**config.mk**
```make
export PLATFORM = sky130hd
export DESIGN_NAME = writeback_flat
export DESIGN_NICKNAME = d
export VERILOG_FILES = /design/src/rtl/offnariscv_pkg.sv /design/src/rtl/axis_if.sv /design/src/rtl/wb_rr_arbiter.sv /design/src/rtl/writeback.sv /design/src/flat_wrapper.sv
export SDC_FILE = /design/constraint.sdc
export NUM_CORES = 1
export LEC_CHECK = 0
export ABC_AREA = 1
export CAP_MARGIN = 5
export CORE_UTILIZATION = 45
export DETAILED_ROUTE_END_ITERATION = 7
export DONT_BUFFER_PORTS = 1
export GPL_TIMING_DRIVEN = 1
export PLACE_DENSITY_LB_ADDON = 0.05
export SYNTH_ARGS = -nofsm -noshare
export SYNTH_HDL_FRONTEND = slang
export SYNTH_HIERARCHICAL = 1
export SYNTH_SLANG_ARGS = --single-unit
```
**constraint.sdc**
```tcl
create_clock -name clk -period 3.5 [get_ports clk]
set_clock_uncertainty 0.05 [all_clocks]
set_input_delay 0.7 -clock clk [delete_from_list [all_inputs] [get_ports clk]]
set_output_delay 0.7 -clock clk [all_outputs]
set_load 0.02 [all_outputs]
```
**src/rtl/offnariscv_pkg.sv**
```systemverilog
// Shared types for the writeback slice: the register-file result record and execution-unit indices.
package offnariscv_pkg;

   localparam int XLEN = 32;

   localparam int EU_ALU = 0;
   localparam int EU_LSU = 1;
   localparam int EU_CSR = 2;

   typedef struct packed {
      logic [4:0] rd;
   } id_data_t;

   typedef struct packed {
      id_data_t id_data;
   } rf_data_t;

   typedef struct packed {
      rf_data_t rf_data;
   } ex_data_t;

   // One completed result; every execution unit produces this same record.
   typedef struct packed {
      ex_data_t         ex_data;
      logic [XLEN-1:0]  wdata;
   } wbrf_tdata_t;

   // Cyclic index (base + off) mod n, valid for base < n and off < n.
   function automatic int rr_wrap(input int base, input int off, input int n);
      int sum;
      sum = base + off;
      if (sum >= n) begin
         sum = sum - n;
      end
      return sum;
   endfunction

endpackage

```
**src/rtl/axis_if.sv**
```systemverilog
// Minimal AXI-Stream style valid/ready/data bundle used between pipeline stages.
interface axis_if #(
   parameter int DATA_W = $bits(offnariscv_pkg::wbrf_tdata_t)
);
   logic              tvalid;
   logic              tready;
   logic [DATA_W-1:0] tdata;

   modport m (output tvalid, output tdata, input tready);
   modport s (input tvalid, input tdata, output tready);
endinterface

```
**src/rtl/wb_rr_arbiter.sv**
```systemverilog
// Grant selector for the writeback stage: round-robin with a rotating pointer by default,
// or fixed priority (highest index wins) when WB_FIXED_PRIO_EN is defined.
module wb_rr_arbiter
   import offnariscv_pkg::*;
#(
   parameter int NUM_EU = 3
) (
   input  logic              clk,
   input  logic              rst,
   input  logic [NUM_EU-1:0] req,
   input  logic              advance,
   output logic [NUM_EU-1:0] grant
);

`ifdef WB_FIXED_PRIO_EN

   // Ascending scan lets the highest-index requester overwrite any lower one.
   always_comb begin
      grant = '0;
      for (int i = 0; i < NUM_EU; i++) begin
         if (req[i]) begin
            grant    = '0;
            grant[i] = 1'b1;
         end
      end
   end

   logic unused_fixed;
   assign unused_fixed = ^{clk, rst, advance};

`else

   localparam int PW = (NUM_EU > 1) ? $clog2(NUM_EU) : 1;

   logic [PW-1:0] rr_ptr_q, rr_ptr_d;
   logic [PW-1:0] grant_idx;
   logic          found;
   int            scan_idx;

   always_comb begin
      grant     = '0;
      grant_idx = '0;
      found     = 1'b0;
      scan_idx  = 0;
      for (int k = 0; k < NUM_EU; k++) begin
         scan_idx = rr_wrap(int'(rr_ptr_q), k, NUM_EU);
         if (!found && req[scan_idx]) begin
            found           = 1'b1;
            grant_idx       = PW'(scan_idx);
            grant[scan_idx] = 1'b1;
         end
      end
      rr_ptr_d = rr_ptr_q;
      // The pointer only moves on an actual handshake, to the slot after the winner.
      if (advance && found) begin
         rr_ptr_d = PW'(rr_wrap(int'(grant_idx), 1, NUM_EU));
      end
   end

   always_ff @(posedge clk or negedge rst) begin
      if (!rst) begin
         rr_ptr_q <= '0;
      end else begin
         rr_ptr_q <= rr_ptr_d;
      end
   end

`endif

endmodule

```
**src/rtl/writeback.sv**
```systemverilog
// Writeback stage: arbitrates ALU/LSU/CSR results into one registered stream for the register file.
// Build option WB_FIXED_PRIO_EN selects fixed CSR > LSU > ALU priority instead of round-robin.
module writeback
   import offnariscv_pkg::*;
#(
   parameter int NUM_EU    = 3,
   parameter int CNT_WIDTH = 64
) (
   input  logic                 clk,
   input  logic                 rst,
   axis_if.s                    alu_axis_if,
   axis_if.s                    lsu_axis_if,
   axis_if.s                    csr_axis_if,
   axis_if.m                    wbrf_axis_if,
   input  logic                 invalidate,
   output logic                 retire,
   output logic [CNT_WIDTH-1:0] instret
);

   logic [NUM_EU-1:0]    req;
   logic [NUM_EU-1:0]    grant;
   logic [NUM_EU-1:0]    eu_tready;
   wbrf_tdata_t          eu_tdata [NUM_EU];
   wbrf_tdata_t          sel_data;

   logic                 load_en;
   logic                 in_hs;
   logic                 out_hs;

   logic                 out_valid_q, out_valid_d;
   wbrf_tdata_t          out_data_q, out_data_d;
   logic [CNT_WIDTH-1:0] instret_q, instret_d;

   assign req[EU_ALU]      = alu_axis_if.tvalid;
   assign req[EU_LSU]      = lsu_axis_if.tvalid;
   assign req[EU_CSR]      = csr_axis_if.tvalid;
   assign eu_tdata[EU_ALU] = alu_axis_if.tdata;
   assign eu_tdata[EU_LSU] = lsu_axis_if.tdata;
   assign eu_tdata[EU_CSR] = csr_axis_if.tdata;

   assign alu_axis_if.tready = eu_tready[EU_ALU];
   assign lsu_axis_if.tready = eu_tready[EU_LSU];
   assign csr_axis_if.tready = eu_tready[EU_CSR];

   // rst is folded in so EU treadys drop as soon as reset asserts, not at the next edge.
   assign load_en = rst && (!out_valid_q || wbrf_axis_if.tready) && !invalidate;
   assign out_hs  = out_valid_q && wbrf_axis_if.tready;
   assign in_hs   = load_en && (|req);

   wb_rr_arbiter #(
      .NUM_EU (NUM_EU)
   ) u_arb (
      .clk     (clk),
      .rst     (rst),
      .req     (req),
      .advance (in_hs),
      .grant   (grant)
   );

   generate
      for (genvar gi = 0; gi < NUM_EU; gi++) begin : g_eu_tready
         assign eu_tready[gi] = grant[gi] && load_en;
      end
   endgenerate

   always_comb begin
      sel_data = '0;
      for (int i = 0; i < NUM_EU; i++) begin
         if (grant[i]) begin
            sel_data = eu_tdata[i];
         end
      end
   end

   // A result leaving on the same edge as a flush still retires: the register file commits it.
   always_comb begin
      out_valid_d = out_valid_q;
      out_data_d  = out_data_q;
      instret_d   = instret_q + {{(CNT_WIDTH-1){1'b0}}, out_hs};
      if (invalidate) begin
         out_valid_d = 1'b0;
      end else if (in_hs) begin
         out_valid_d = 1'b1;
         out_data_d  = sel_data;
      end else if (out_hs) begin
         out_valid_d = 1'b0;
      end
   end

   always_ff @(posedge clk or negedge rst) begin
      if (!rst) begin
         out_valid_q <= 1'b0;
         out_data_q  <= '0;
         instret_q   <= '0;
      end else begin
         out_valid_q <= out_valid_d;
         out_data_q  <= out_data_d;
         instret_q   <= instret_d;
      end
   end

   assign wbrf_axis_if.tvalid = out_valid_q;
   assign wbrf_axis_if.tdata  = out_data_q;
   assign retire              = out_hs;
   assign instret             = instret_q;

endmodule

```
**src/flat_wrapper.sv**
```systemverilog
// flat-port wrapper written by rule: the top's interface ports become plain ports
module writeback_flat import offnariscv_pkg::*;
#(
   parameter int NUM_EU    = 3,
   parameter int CNT_WIDTH = 64
)
  (clk, rst, invalidate, retire, instret, alu_axis_if_tvalid, alu_axis_if_tdata, alu_axis_if_tready, lsu_axis_if_tvalid, lsu_axis_if_tdata, lsu_axis_if_tready, csr_axis_if_tvalid, csr_axis_if_tdata, csr_axis_if_tready, wbrf_axis_if_tvalid, wbrf_axis_if_tdata, wbrf_axis_if_tready);
  axis_if #(.DATA_W(($bits(wbrf_tdata_t)))) alu_axis_if_i ();
  axis_if #(.DATA_W(($bits(wbrf_tdata_t)))) lsu_axis_if_i ();
  axis_if #(.DATA_W(($bits(wbrf_tdata_t)))) csr_axis_if_i ();
  axis_if #(.DATA_W(($bits(wbrf_tdata_t)))) wbrf_axis_if_i ();
  input  logic clk;
  input  logic rst;
  input  logic invalidate;
  output logic retire;
  output logic [CNT_WIDTH-1:0] instret;
  input wire logic [$bits(alu_axis_if_i.tvalid)-1:0] alu_axis_if_tvalid;
  input wire logic [$bits(alu_axis_if_i.tdata)-1:0] alu_axis_if_tdata;
  output wire logic [$bits(alu_axis_if_i.tready)-1:0] alu_axis_if_tready;
  input wire logic [$bits(lsu_axis_if_i.tvalid)-1:0] lsu_axis_if_tvalid;
  input wire logic [$bits(lsu_axis_if_i.tdata)-1:0] lsu_axis_if_tdata;
  output wire logic [$bits(lsu_axis_if_i.tready)-1:0] lsu_axis_if_tready;
  input wire logic [$bits(csr_axis_if_i.tvalid)-1:0] csr_axis_if_tvalid;
  input wire logic [$bits(csr_axis_if_i.tdata)-1:0] csr_axis_if_tdata;
  output wire logic [$bits(csr_axis_if_i.tready)-1:0] csr_axis_if_tready;
  output wire logic [$bits(wbrf_axis_if_i.tvalid)-1:0] wbrf_axis_if_tvalid;
  output wire logic [$bits(wbrf_axis_if_i.tdata)-1:0] wbrf_axis_if_tdata;
  input wire logic [$bits(wbrf_axis_if_i.tready)-1:0] wbrf_axis_if_tready;
  assign alu_axis_if_i.tvalid = alu_axis_if_tvalid;
  assign alu_axis_if_i.tdata = alu_axis_if_tdata;
  assign alu_axis_if_tready = alu_axis_if_i.tready;
  assign lsu_axis_if_i.tvalid = lsu_axis_if_tvalid;
  assign lsu_axis_if_i.tdata = lsu_axis_if_tdata;
  assign lsu_axis_if_tready = lsu_axis_if_i.tready;
  assign csr_axis_if_i.tvalid = csr_axis_if_tvalid;
  assign csr_axis_if_i.tdata = csr_axis_if_tdata;
  assign csr_axis_if_tready = csr_axis_if_i.tready;
  assign wbrf_axis_if_tvalid = wbrf_axis_if_i.tvalid;
  assign wbrf_axis_if_tdata = wbrf_axis_if_i.tdata;
  assign wbrf_axis_if_i.tready = wbrf_axis_if_tready;
  writeback #(.NUM_EU(NUM_EU), .CNT_WIDTH(CNT_WIDTH)) u_core (.clk(clk), .rst(rst), .alu_axis_if(alu_axis_if_i), .lsu_axis_if(lsu_axis_if_i), .csr_axis_if(csr_axis_if_i), .wbrf_axis_if(wbrf_axis_if_i), .invalidate(invalidate), .retire(retire), .instret(instret));
endmodule
```
==> flow_summary.json, run 1 <==
{
  "outcome": "complete, no violations",
  "yosys_warnings": 6,
  "tns_ns": 0,
  "drt_pass1_iterations": 5,
  "drv_cap": 0,
  "cp_num_buf_inv": 5,
  "ant_nets": 0,
  "cts_tree": "done",
  "hold_violations": 0,
  "critPathRequiredTime_ns": 2.75,
  "setup_ws_ns": 0.2554,
  "via_count": 5793,
  "synthToLayoutAreaGrowth_pct": 7.402,
  "slowest_delay_ns": 0.40,
  "synth_top_area_cell": "dfrtp_1",
  "wl_mm": 18.05,
  "port_buffers": 0,
  "postCtsSetupBuffers": 0,
  "finalPower_mw": 5.253,
  "fillers": 1412,
  "tightest_slew_ns": 0.6230,
  "die_h_um": 121.3,
  "die_area_mm2": 0.01472,
  "p_leak_nw": 3.172,
  "first_iter_violations": 376,
  "synth_top_area_share_pct": 40.63,
  "diodes": 0,
  "critPathCaptureType": "primary output",
  "drive_above_1_share_pct": 10.92,
  "power.density_mw_per_mm2": 763.4,
  "max-slew-margin-rel_pct": 58.41,
  "maxClockFrequency_mhz": 308.2,
  "grt_pass1_wl_mm": 28.56,
  "routedWlPerCell_um": 16.34,
  "dp_slack_ns": 0.6460,
  "cts.clk_slew.worst_paths_ns": 0.07,
  "ir_worst_vdd_uv": 517.1,
  "place_congestion": 0.9125,
  "postLayoutCellArea_mm2": 0.006880,
  "path_cells": "inv_1 -> ha_1 -> o21ai_1 -> nand2_4 -> inv_2 -> nand3_1 -> nand2_1 -> inv_1 -> nand2_1 -> inv_1 -> nor2_1 -> buf_4",
  "post-route-min-period_ns": 3.245,
  "cts.sinks": 104,
  "path_depth": 12,
  "drc_errors": 0,
  "cts_max_level": 3,
  "grt_overflow": 0,
  "slowest_stage": "dfrtp_1",
  "grt_pass1_vias": 5686,
  "cts_resized": 0,
  "start_kind": "register",
  "std_cell_rows": 43,
  "initial_utilization_pct": 46.15,
  "rsz0062_at_grt": "no",
  "r2r_start": "u_core/u_arb/rr_ptr_q[0]$_DFFE_PN0P_",
  "gr-usage-all-layers_pct": 25.12,
  "postLayoutCoreUtil_pct": 49.57,
  "critical_path_class": "reg -> out",
  "synthDistinctLibCells": 30,
  "hpwl_mm": 13.88,
  "synthCells": 924,
  "die_w_um": 121.3,
  "crit_family": "simple AND/OR/NAND/NOR gates",
  "cts_buffer_depth": 2,
  "core-area_mm2": 0.01388,
  "cp_max_fo": 11,
  "placedCellCount": 1088,
  "root_buffer": "clkbuf_16",
  "setup_viol": 0,
  "syn_nets": 1049,
  "worstRegToRegCells": 17,
  "slew_violations": 0,
  "placed_area_mm2": 0.006578,
  "cts_buffers": 9,
  "worstReg2RegEnd": "u_core/wbrf_axis_if.tdata[8]$_DFFE_PN0P_",
  "crit_path_frequent_cell": "inv_1",
  "synth_area_mm2": 0.006406,
  "hold_class": "in -> async",
  "syn-mean-instance-area_um2": 6.933,
  "worstSkewPairLatency_ns": 0.36,
  "ios": 224,
  "antenna_found_initial": 0,
  "hold_buffers": 1,
  "yosysSeqAreaShare_pct": 40.63,
  "via_per_inst": 5.243,
  "critPathArrivalTime_ns": 2.49,
  "finalHoldWorstSlack_ns": 0.2273,
  "rrSetupSlack_ns": 0.69,
  "ys_ff_latch": 104,
  "fin_crit_sh_pct": 92.70,
  "num-nets-final": 1045,
  "instances_no_fill": 1105,
  "ys_top_cells_by_area": "dfrtp_1 41%, nand2_1 22%, nor2_1 6.8%",
  "grt_max_degree": 105
}
[sequential cells by signal (all words and copies together), names as in the netlist]
register,count
u_core/instret,64
u_core/wbrf_axis_if.tvalid,1
u_core/wbrf_axis_if.tdata,37
u_core/u_arb/rr_ptr_q,2
[layout by cell type (no fill, tap or decap), types with 8 or more instances in the layout]
cell       Yosys  layout
nand2_2       11      11
nand4_1        8       8
xnor2_1       20      20
inv_1         60      60
o21ai_1       18      18
nand2_1      373     373
a21oi_1       37      37
clkbuf_16      0       9
xor2_1        11      11
or2_2         37      37
nor2_1       116     116
dfrtp_1      104     104
nand3_1       57      57
[synthesized netlist by cell type]
cell type and n:
nand2_4 4, nand3_1 57, buf_1 4, buf_6 4
buf_4 1, xor2_1 11, o21ai_4 1, nor3_1 2
nor2_1 116, nor2_2 7, clkbuf_1 8, nor2_8 1
nand2_1 373, a31oi_2 1, dfrtp_1 104, or2_2 37
inv_2 6, inv_1 60, nand3b_2 1, o21ai_0 5
nand4_1 8, ha_1 7, nand3b_1 4, nand2_2 11
buf_2 6, nor2_4 7, a21oi_1 37, o21ai_1 18
xnor2_1 20, nand3_2 3
[kinds of logic after synthesis]
family | count (synthesis) | share of synthesized area, %
simple gates | 631 | 42.77
compound gates | 62 | 5.137
xor+xnor | 31 | 4.238
flops | 104 | 40.63
buf+inv | 89 | 5.859
fa+ha+maj | 7 | 1.367
[where the power goes]
group | switching, mW | internal (mW) | total (mW)
clock | 0.466 | 0.505 | 0.970
sequential | 0.432 | 1.41 | 1.85
combinational | 1.55 | 0.891 | 2.44
[per-layer routing]
layer | vias up | wire length (um) | track usage, % | share of wire (%)
li1 | 2866 | - | - | -
met4 | 0 | 500 | 10.49 | 2.8
met1 | 2690 | 7289 | 29.14 | 40
met2 | 204 | 9053 | 43.71 | 50
met3 | 33 | 1209 | 6.297 | 6.7
met5 | - | 0 | 0 | 0
[worst max-delay path by stage]
stage | slack, ns | start | to
floorplan | 0.49 | u_core/u_arb/rr_ptr_q[0]$_DFFE_PN0P_ | lsu_axis_if_tready
detailed placement | 0.65 | u_core/u_arb/rr_ptr_q[0]$_DFFE_PN0P_ | lsu_axis_if_tready
finish | 0.26 | u_core/u_arb/rr_ptr_q[0]$_DFFE_PN0P_ | lsu_axis_if_tready
CTS | 0.25 | u_core/u_arb/rr_ptr_q[0]$_DFFE_PN0P_ | lsu_axis_if_tready
global placement | 0.73 | u_core/u_arb/rr_ptr_q[0]$_DFFE_PN0P_ | lsu_axis_if_tready
global route | 0.11 | u_core/u_arb/rr_ptr_q[0]$_DFFE_PN0P_ | lsu_axis_if_tready
[area by class of cell]
cell class	instances	area, um^2	share of cell area (%)
Inverter	66	247.7	3.601
Clock inverter	4	28.78	0.4183
Multi-Input combinational cell	731	3437	49.95
Tap cell	180	225.2	3.273
Sequential cell	104	2603	37.83
Clock buffer	12	246.5	3.582
Timing Repair Buffer	8	92.59	1.346
(Power assumes the default switching activity.)
==> run 2: changes to the inputs <==
--- a/config.mk
+++ b/config.mk
@@ -10,7 +10,7 @@
 export CORE_UTILIZATION = 45
 export DETAILED_ROUTE_END_ITERATION = 7
 export DONT_BUFFER_PORTS = 1
-export GPL_TIMING_DRIVEN = 1
+export GPL_TIMING_DRIVEN = 0
 export PLACE_DENSITY_LB_ADDON = 0.05
 export SYNTH_ARGS = -nofsm -noshare
 export SYNTH_HDL_FRONTEND = slang
==> flow_summary.json, run 2 (synthesis results as in run 1) <==
{
  "critPathRequiredTime_ns": 2.75,
  "drc_errors": 0,
  "drt_pass1_iterations": 5,
  "diodes": 0,
  "root_buffer": "clkbuf_16",
  "grt_overflow": 0,
  "hold_class": "in -> async",
  "hold_violations": 0,
  "wl_mm": 18.08,
  "via_per_inst": 5.284,
  "critPathCaptureType": "primary output",
  "r2r_start": "u_core/u_arb/rr_ptr_q[0]$_DFFE_PN0P_",
  "hpwl_mm": 14.13,
  "first_iter_violations": 318,
  "postCtsSetupBuffers": 0,
  "die_h_um": 121.3,
  "drv_cap": 0,
  "layout_common_cells": "373 x nand2_1, 115 x nor2_1, 104 x dfrtp_1",
  "cts_buffer_depth": 2,
  "num-nets-final": 1060,
  "path_cells": "inv_1 -> ha_2 -> inv_2 -> nand2_1 -> nand3_2 -> nand2_4 -> nand2_4 -> nor2_4 -> nand2_2 -> nand2_1 -> buf_4 -> inv_1 -> nor2_2",
  "ir_worst_vdd_uv": 646.9,
  "tightest_slew_ns": 0.5155,
  "synthToLayoutAreaGrowth_pct": 8.359,
  "place_congestion": 0.9068,
  "ios": 224,
  "largest_reg_flops": 64,
  "cts_tree": "done",
  "via_count": 5913,
  "cp_max_fo": 19,
  "gr-usage-all-layers_pct": 24.85,
  "setup.worst_path.end": "lsu_axis_if_tready",
  "postLayoutCellArea_mm2": 0.006942,
  "placed_area_mm2": 0.006631,
  "maxClockFrequency_mhz": 305.0,
  "setup_ws_ns": 0.2211,
  "cts.clk_slew.worst_paths_ns": 0.07,
  "fin_crit_sh_pct": 93.68,
  "max-slew-margin-rel_pct": 65.63,
  "slew_violations": 0,
  "slowest_delay_ns": 0.41,
  "port_buffers": 0,
  "cp_num_buf_inv": 4,
  "worstReg2RegEnd": "u_core/wbrf_axis_if.tdata[22]$_DFFE_PN0P_",
  "slowest_stage": "dfrtp_1",
  "ant_nets": 0,
  "worstRegToRegCells": 17,
  "cts.sinks": 104,
  "path_depth": 13,
  "cts_buffers": 9,
  "critical_path_class": "reg -> out",
  "grt_max_degree": 105,
  "worstSetupStartpoint": "u_core/u_arb/rr_ptr_q[0]$_DFFE_PN0P_",
  "drive_above_1_share_pct": 11.40,
  "setup_viol": 0,
  "outcome": "complete, no violations",
  "cts_max_level": 3,
  "worstSkewPairLatency_ns": 0.35,
  "dp_slack_ns": 0.09413,
  "std_cell_rows": 43,
  "tns_ns": 0,
  "p_leak_nw": 3.200,
  "grt_pass1_wl_mm": 28.31,
  "routedWlPerCell_um": 16.16,
  "start_kind": "register",
  "crit_family": "simple AND/OR/NAND/NOR gates",
  "die_w_um": 121.3,
  "power.density_mw_per_mm2": 763.6,
  "rsz0062_at_grt": "no",
  "post-route-min-period_ns": 3.279,
  "core-area_mm2": 0.01388,
  "die_area_mm2": 0.01472,
  "grt_pass1_vias": 5777,
  "rrSetupSlack_ns": 0.69,
  "antenna_found_initial": 0,
  "initial_utilization_pct": 46.15,
  "layout_commonest_cell": "nand2_1",
  "critPathArrivalTime_ns": 2.53
}
## run 2: cell type report
cell class,count,area [um^2]
clock buffer,13,260.3
tap,180,225.2
buffer,22,126.4
clock inverter,2,15.01
timing repair buffer,1,27.53
fill,1424,6939
sequential,104,2603
multi-input combinational,731,3437
inverter,66,247.7
## run 2: worst min-delay path by stage
stage          depth (start not counted)  startpoint  slack (ns)                            to
3_3_place_gp                           0         rst        0.36   u_core/instret[7]$_DFF_PN0_
6_report                               1         rst        0.23  u_core/instret[14]$_DFF_PN0_
2_1_floorplan                          0         rst        0.35   u_core/instret[0]$_DFF_PN0_
3_5_place_dp                           0         rst        0.36  u_core/instret[15]$_DFF_PN0_
4_1_cts                                1         rst        0.26  u_core/instret[15]$_DFF_PN0_
5_1_grt                                1         rst        0.26   u_core/instret[9]$_DFF_PN0_
## run 2: worst register-to-register path, cell delays in order (launching register included)
cell	delay, ns
dfrtp_1	0.41
inv_1	0.08
ha_2	0.41
inv_2	0.06
nand2_1	0.07
nand3_2	0.08
nand2_4	0.09
inv_2	0.05
nand3_1	0.08
nand2_1	0.06
inv_1	0.05
nand2_1	0.10
nor2_2	0.42
clkbuf_1	0.41
nand2_1	0.10
nand2_1	0.07
nand3_1	0.08
nand2_1	0.07
## run 2: stage by stage
step | instances | util [%] | total power [mW] | hold WS, ns
after detailed placement | 1104 | 47.77 | 4.296 | 0.3572
after floorplan | 924 | - | 3.745 | 0.3544
after CTS | 1119 | 49.95 | 5.308 | 0.2595
final | 1119 | 50.01 | 5.301 | 0.2316
after global routing | 1119 | 50.01 | 5.748 | 0.2592
after global placement | 1104 | 47.77 | 4.195 | 0.3573
## run 2: timing repair
action	in CTS	in global routing
hold buffers	1	0
setup endpoints to repair	1	1
resized for setup	1	3
pin swaps	0	0
endpoints found under the hold margin	104	0
## run 2: power breakdown
| group | switching (mW) | total, mW | internal, mW | leakage (nW) |
|---|---|---|---|---|
| Combinational | 1.60 | 2.49 | 0.889 | 1.67 |
| Clock | 0.444 | 0.962 | 0.519 | 0.128 |
| Sequential | 0.431 | 1.85 | 1.41 | 1.40 |
| Total | 2.48 | 5.30 | 2.82 | 3.20 |
## run 2: layer usage
| metal | wire length (um) | track usage (%) | part of all wire (%) | vias up |
|---|---|---|---|---|
| li1 | - | - | - | 2899 |
| met1 | 7223 | 27.10 | 40 | 2748 |
| met2 | 9128 | 45.06 | 50 | 229 |
| met3 | 1224 | 6.579 | 6.8 | 37 |
| met4 | 506 | 10.34 | 2.8 | 0 |
| met5 | 0 | 0 | 0 | - |
